$ cat config.mk
export PLATFORM = sky130hd
export DESIGN_NAME = mod_n_down_counter_flat
export DESIGN_NICKNAME = d
export VERILOG_FILES = /design/src/rtl/mod_n_down_counter_pkg.sv /design/src/rtl/mod_n_down_counter_if.sv /design/src/rtl/mod_n_down_counter_down_count_stage.sv /design/src/rtl/mod_n_down_counter.sv /design/src/flat_wrapper.sv
export SDC_FILE = /design/constraint.sdc
export NUM_CORES = 1
export LEC_CHECK = 0
export CAP_MARGIN = 20
export CORE_MARGIN = 10
export CORE_UTILIZATION = 45
export CTS_CLUSTER_SIZE = 14
export DETAILED_ROUTE_END_ITERATION = 10
export PLACE_DENSITY_LB_ADDON = 0.12
export SETUP_SLACK_MARGIN = 0.5
export SLEW_MARGIN = 10
export SYNTH_ARGS = -nofsm -noshare
export SYNTH_HDL_FRONTEND = slang
export SYNTH_SLANG_ARGS = --single-unit
$ cat constraint.sdc
create_clock -name clk -period 2.8 [get_ports clk]
set_input_delay 0.7 -clock clk [delete_from_list [all_inputs] [get_ports clk]]
set_output_delay 0.7 -clock clk [all_outputs]
set_load 0.01 [all_outputs]
$ cat src/rtl/mod_n_down_counter_pkg.sv
// Shared definitions for the modulo-N down counter: FSM encoding and the load clamp.
package mod_n_down_counter_pkg;

  localparam logic [1:0] ST_IDLE = 2'd0;
  localparam logic [1:0] ST_RUN  = 2'd1;
  localparam logic [1:0] ST_DONE = 2'd2;

  localparam int CLAMP_W = 32;

  // Unsigned saturate of a requested load value to the top of the count range.
  function automatic logic [CLAMP_W-1:0] clamp_val(input logic [CLAMP_W-1:0] val,
                                                   input logic [CLAMP_W-1:0] lim);
    logic [CLAMP_W-1:0] res;
    if (val > lim) begin
      res = lim;
    end else begin
      res = val;
    end
    return res;
  endfunction

endpackage

$ cat src/rtl/mod_n_down_counter_if.sv
// Control/status bundle of the modulo-N down counter; clk and rst stay outside.
interface mod_n_down_counter_if #(
  parameter int WIDTH = 4
);

  logic             en;
  logic             load;
  logic [WIDTH-1:0] load_val;
  logic             start;
  logic             one_shot;
  logic [WIDTH-1:0] d_out;
  logic             zero;
  logic             borrow;
  logic             done;
  logic             busy;

  modport master (
    output en, load, load_val, start, one_shot,
    input  d_out, zero, borrow, done, busy
  );

  modport slave (
    input  en, load, load_val, start, one_shot,
    output d_out, zero, borrow, done, busy
  );

endinterface

$ cat src/rtl/mod_n_down_counter_down_count_stage.sv
// One bit of the down counter: T-type flop with synchronous load and borrow-chain output.
module down_count_stage (
  input  logic clk,
  input  logic rst,
  input  logic en_chain,
  input  logic load_en,
  input  logic load_bit,
  output logic q,
  output logic chain_out
);

  logic q_r;

  // Load beats toggle; toggle only when every lower bit is already 0.
  always_ff @(posedge clk or posedge rst) begin
    if (rst) begin
      q_r <= 1'b0;
    end else if (load_en) begin
      q_r <= load_bit;
    end else if (en_chain) begin
      q_r <= ~q_r;
    end else begin
      q_r <= q_r;
    end
  end

  assign q         = q_r;
  assign chain_out = en_chain & ~q_r;

endmodule

$ cat src/rtl/mod_n_down_counter.sv
// Modulo-N down counter with load, pause, wrap borrow pulse and one-shot countdown.
module mod_n_down_counter
  import mod_n_down_counter_pkg::*;
#(
  parameter int WIDTH   = 4,
  parameter int MODULUS = 10
) (
  input  logic                 clk,
  input  logic                 rst,
  mod_n_down_counter_if.slave  bus
);

  if (WIDTH < 1 || WIDTH > 31) begin : g_bad_width
    $error("mod_n_down_counter: WIDTH must be 1..31");
  end
  if (MODULUS < 2 || MODULUS > (1 << WIDTH)) begin : g_bad_modulus
    $error("mod_n_down_counter: MODULUS must satisfy 2 <= MODULUS <= 2**WIDTH");
  end

  localparam logic [WIDTH-1:0] MAX_VAL = WIDTH'(MODULUS - 1);

  logic [1:0]       state_r;
  logic [1:0]       next_state_s;
  logic             borrow_r;
  logic             done_r;
  logic             busy_r;
  logic             borrow_nxt_s;
  logic             ld_s;
  logic [WIDTH-1:0] ld_val_s;
  logic [WIDTH-1:0] cnt_r;
  logic [WIDTH:0]   chain_s;

  // The chain runs past the MSB, so its last tap marks an enabled edge at count 0.
  assign chain_s[0] = (state_r == ST_RUN) & bus.en & ~bus.load;

  for (genvar i = 0; i < WIDTH; i++) begin : g_stage
    down_count_stage u_stage (
      .clk       (clk),
      .rst       (rst),
      .en_chain  (chain_s[i]),
      .load_en   (ld_s),
      .load_bit  (ld_val_s[i]),
      .q         (cnt_r[i]),
      .chain_out (chain_s[i+1])
    );
  end

  // Next-state, load muxing and borrow decision.
  always_comb begin
    next_state_s = state_r;
    ld_s         = 1'b0;
    ld_val_s     = cnt_r;
    borrow_nxt_s = 1'b0;
    if (bus.load) begin
      ld_s         = 1'b1;
      ld_val_s     = WIDTH'(clamp_val(CLAMP_W'(bus.load_val), CLAMP_W'(MAX_VAL)));
      next_state_s = ST_RUN;
    end else begin
      case (state_r)
        ST_IDLE: begin
          if (bus.start) begin
            next_state_s = ST_RUN;
          end else begin
            next_state_s = ST_IDLE;
          end
        end
        ST_DONE: begin
          if (bus.start) begin
            next_state_s = ST_RUN;
            ld_s         = 1'b1;
            ld_val_s     = MAX_VAL;
          end else begin
            next_state_s = ST_DONE;
          end
        end
        ST_RUN: begin
          if (chain_s[WIDTH]) begin
            // Override the all-bits toggle the chain would otherwise apply at zero.
            ld_s = 1'b1;
            if (bus.one_shot) begin
              ld_val_s     = {WIDTH{1'b0}};
              next_state_s = ST_DONE;
            end else begin
              ld_val_s     = MAX_VAL;
              borrow_nxt_s = 1'b1;
            end
          end else begin
            next_state_s = ST_RUN;
          end
        end
        default: begin
          next_state_s = ST_IDLE;
        end
      endcase
    end
  end

  // State and registered status flags.
  always_ff @(posedge clk or posedge rst) begin
    if (rst) begin
      state_r  <= ST_IDLE;
      borrow_r <= 1'b0;
      done_r   <= 1'b0;
      busy_r   <= 1'b0;
    end else begin
      state_r  <= next_state_s;
      borrow_r <= borrow_nxt_s;
      done_r   <= (next_state_s == ST_DONE);
      busy_r   <= (next_state_s == ST_RUN);
    end
  end

  assign bus.d_out  = cnt_r;
  assign bus.zero   = (cnt_r == {WIDTH{1'b0}});
  assign bus.borrow = borrow_r;
  assign bus.done   = done_r;
  assign bus.busy   = busy_r;

endmodule

$ cat src/flat_wrapper.sv
// flat-port wrapper written by rule: the top's interface ports become plain ports
module mod_n_down_counter_flat import mod_n_down_counter_pkg::*;
#(
  parameter int WIDTH   = 4,
  parameter int MODULUS = 10
)
  (clk, rst, bus_en, bus_load, bus_load_val, bus_start, bus_one_shot, bus_d_out, bus_zero, bus_borrow, bus_done, bus_busy);
  mod_n_down_counter_if #(.WIDTH(WIDTH)) bus_i ();
  input  logic clk;
  input  logic rst;
  input wire logic [$bits(bus_i.en)-1:0] bus_en;
  input wire logic [$bits(bus_i.load)-1:0] bus_load;
  input wire logic [$bits(bus_i.load_val)-1:0] bus_load_val;
  input wire logic [$bits(bus_i.start)-1:0] bus_start;
  input wire logic [$bits(bus_i.one_shot)-1:0] bus_one_shot;
  output wire logic [$bits(bus_i.d_out)-1:0] bus_d_out;
  output wire logic [$bits(bus_i.zero)-1:0] bus_zero;
  output wire logic [$bits(bus_i.borrow)-1:0] bus_borrow;
  output wire logic [$bits(bus_i.done)-1:0] bus_done;
  output wire logic [$bits(bus_i.busy)-1:0] bus_busy;
  assign bus_i.en = bus_en;
  assign bus_i.load = bus_load;
  assign bus_i.load_val = bus_load_val;
  assign bus_i.start = bus_start;
  assign bus_i.one_shot = bus_one_shot;
  assign bus_d_out = bus_i.d_out;
  assign bus_zero = bus_i.zero;
  assign bus_borrow = bus_i.borrow;
  assign bus_done = bus_i.done;
  assign bus_busy = bus_i.busy;
  mod_n_down_counter #(.WIDTH(WIDTH), .MODULUS(MODULUS)) u_core (.clk(clk), .rst(rst), .bus(bus_i));
endmodule
==> impl_metrics.csv <==
group,metric,value,unit
worst_setup_path,cp-end-kind,"output port",
clock_tree,cts.repair.resized,2,
final_layout,n_antenna_cell,0,
synth,yosysSeqAreaShare,32.61,%
clock_tree,clkTransAtPathRegs,0.05,ns
clock_tree,cts_buffers,3,
hold_path,hold_path_depth,1,
place,gp_congestion,0.8383,
worst_setup_path,cp_data_required_time,2.10,ns
place,dp_hpwl,1338,µm
timing,timing.final.crit_share,75.23,%
worst_setup_path,rr_startpoint,"u_core.state_r[1]",
hold_path,hp-start,"u_core.g_stage[3].u_stage.q",
global_routing,grt_max_degree,10,
final_layout,synthToLayoutAreaGrowth,27.54,%
power_and_ir_drop,leakagePower,0.3961,nW
floorplan,ios,18,
timing,max_freq,474.8,MHz
run,max_cap_viol_count,0,
timing,tns,0,ns
timing,worst_slew_pin_slew,0.5218,ns
hold_path,hold_path.class,"reg -> reg",
clock_tree,htreeDepth,1,
synth,syn_nets,89,
power_and_ir_drop,p_per_area,434.2,nW/µm²
final_layout,drive_above_1_share,12.09,%
worst_setup_path,ff2ff_path_depth,6,
hold_path,hold_end,"u_core.g_stage[3].u_stage.q",
timing,fin_crit,2.106,ns
global_routing,overflow,0,
floorplan,die_area,3502,µm²
synth,synth_top_area_share,32.61,%
power_and_ir_drop,vdd_ir_drop_max,0.0001682,V
clock_tree,cts_root_buffer,"clkbuf_4",
final_layout,final_common_cell,"clkdlybuf4s50_1",
global_routing,grt_pass1_wl,2525,µm
synth,netlist_instances,75,
final_layout,fin_util,59.86,%
worst_setup_path,crit_type,"reg -> out",
global_routing,grtUsageTotal,9.279,%
clock_tree,cts_tree,"done",
global_routing,grt_pass1_vias,598,
detailed_routing,wl,1564,µm
floorplan,die_h,59.18,µm
clock_tree,cts_setup_buffers,0,
timing,finalSetupViolCount,0,
synth,synth_flop_cell,"dfrtp_1",
global_routing,antenna_found_initial,0,
synth,synth_area_per_cell,9.209,µm²
synth,synth_area_leader_cell,"dfrtp_1",
detailed_routing,postRouteAntennaNets,0,
floorplan,start_util,46.94,%
power_and_ir_drop,p_total,0.3825,mW
worst_setup_path,rrSetupSlack,0.80,ns
synth,syn_area,690.7,µm²
floorplan,placementRows,14,
timing,hold_violations,0,
detailed_routing,num_vias,620,
detailed_routing,vias_per_cell,5.794,
timing,relSlewSlack,65.05,%
clock_tree,insertion_delay,0.25,ns
place,portBuffers,17,
clock_tree,cts_buffer_depth,2,
synth,async_flop_share,100.0,%
floorplan,core-area,1471,µm²
synth,synthTopCellsByArea,"dfrtp_1 (33%), ha_1 (7.2%), nand2_1 (4.9%)",
clock_tree,ctsHoldBuffers,0,
worst_setup_path,cp.arrival,1.41,ns
detailed_routing,drt_iter0_markers,10,
detailed_routing,drt_first_pass_iters,4,
detailed_routing,wl_per_cell,14.62,µm
detailed_routing,drc,0,
worst_setup_path,path_max_fanout,7,
final_layout,final_cell_mix,"clkdlybuf4s50_1 (16), nand2_1 (9), dfrtp_1 (9)",
worst_setup_path,r2r_end,"u_core.g_stage[3].u_stage.q",
worst_setup_path,startpoint_type,"flop",
timing,rsz0062_at_grt,"no",
synth,synth_edf_count,0,
floorplan,die_w,59.18,µm
status,outcome,"complete, no violations",
timing,drv_slew,0,
final_layout,fin_nets,106,
synth,ys_types,33,
synth,ys_ff_latch,9,
timing,finClkSkew,0.001023,ns
synth,ys_warn_count,0,
clock_tree,cts.sinks,9,
per-stage QoR:
step / hold WS [ns] / area [µm²] / instances / worst slack, ns
floorplan: 0.5279 / 690.7 / 75 / 0.9598
global placement: 0.6249 / 847.1 / 103 / 0.4973
detailed placement: 0.6497 / 847.1 / 103 / 0.4614
CTS: 0.7008 / 880.8 / 107 / 0.6663
global route: 0.7194 / 880.8 / 107 / 0.6050
finish: 0.6898 / 880.8 / 107 / 0.6937
cell usage after synthesis (all sizes together) (2+ instances only):
library cell and number:
a21o 2, a22o 2, a31oi 5, buf 4, dfrtp 9, ha 4
inv 6, mux2i 2, nand2 9, nand4b 2, nor2 2, nor2b 3
nor3 2, o211ai 2, o21ai 5
final cells by class:
type,count,area [µm²]
fillers,139,590.6
multi-input cells,55,417.9
flip-flops and latches,9,225.2
repair buffers,17,168.9
clock buffers,4,26.28
inverters,6,22.52
well taps,16,20.02
state kept, by name, summed over array words and instances, names as in the netlist:
| name | flops |
|---|---|
| u_core.g_stage.u_stage.q | 4 |
| u_core.state_r | 2 |
| u_core.bus.borrow | 1 |
| u_core.bus.busy | 1 |
| u_core.bus.done | 1 |
critical path, cell delays in order, from the launching register on:
cell and delay (ns):
dfrtp_1 0.47, nor4_4 0.37, dlygate4sd2_1 0.31
where the power goes:
| group | switching (mW) | leakage, nW | internal [mW] |
|---|---|---|---|
| registers | 0.0243 | 0.108 | 0.142 |
| logic | 0.0551 | 0.274 | 0.0667 |
| clock network | 0.0400 | 0.0150 | 0.0546 |
| total | 0.119 | 0.396 | 0.263 |
how the worst max path moves through the flow:
stage	start	end	slack (ns)	depth (start not counted)
finish	u_core.g_stage[2].u_stage.q	bus_zero	0.69	2
global route	bus_load	u_core.g_stage[1].u_stage.q	0.61	5
CTS	u_core.g_stage[2].u_stage.q	bus_zero	0.67	2
detailed placement	bus_load	u_core.g_stage[0].u_stage.q	0.46	5
global placement	bus_load	u_core.g_stage[1].u_stage.q	0.50	5
floorplan	bus_load	u_core.g_stage[0].u_stage.q	0.96	5
logic make-up (layout without fill, tap and decap cells):
group | Yosys count | count (layout) | share of synthesized area (%)
adder cells (fa/ha/maj) | 4 | 4 | 7.247
AO/OA/AOI/OAI | 25 | 25 | 27.18
multiplexers | 2 | 2 | 2.899
flip-flops | 9 | 9 | 32.61
AND/OR/NAND/NOR | 24 | 24 | 21.92
buffers and inverters | 11 | 27 | 8.152
metal layers:
metal,share of wire (%),global-route usage [%]
met5,0,0
met3,9.7,4.077
met4,1.8,7.541
met1,45,10.53
met2,43,13.06
Power figures use the tool's default switching activity.
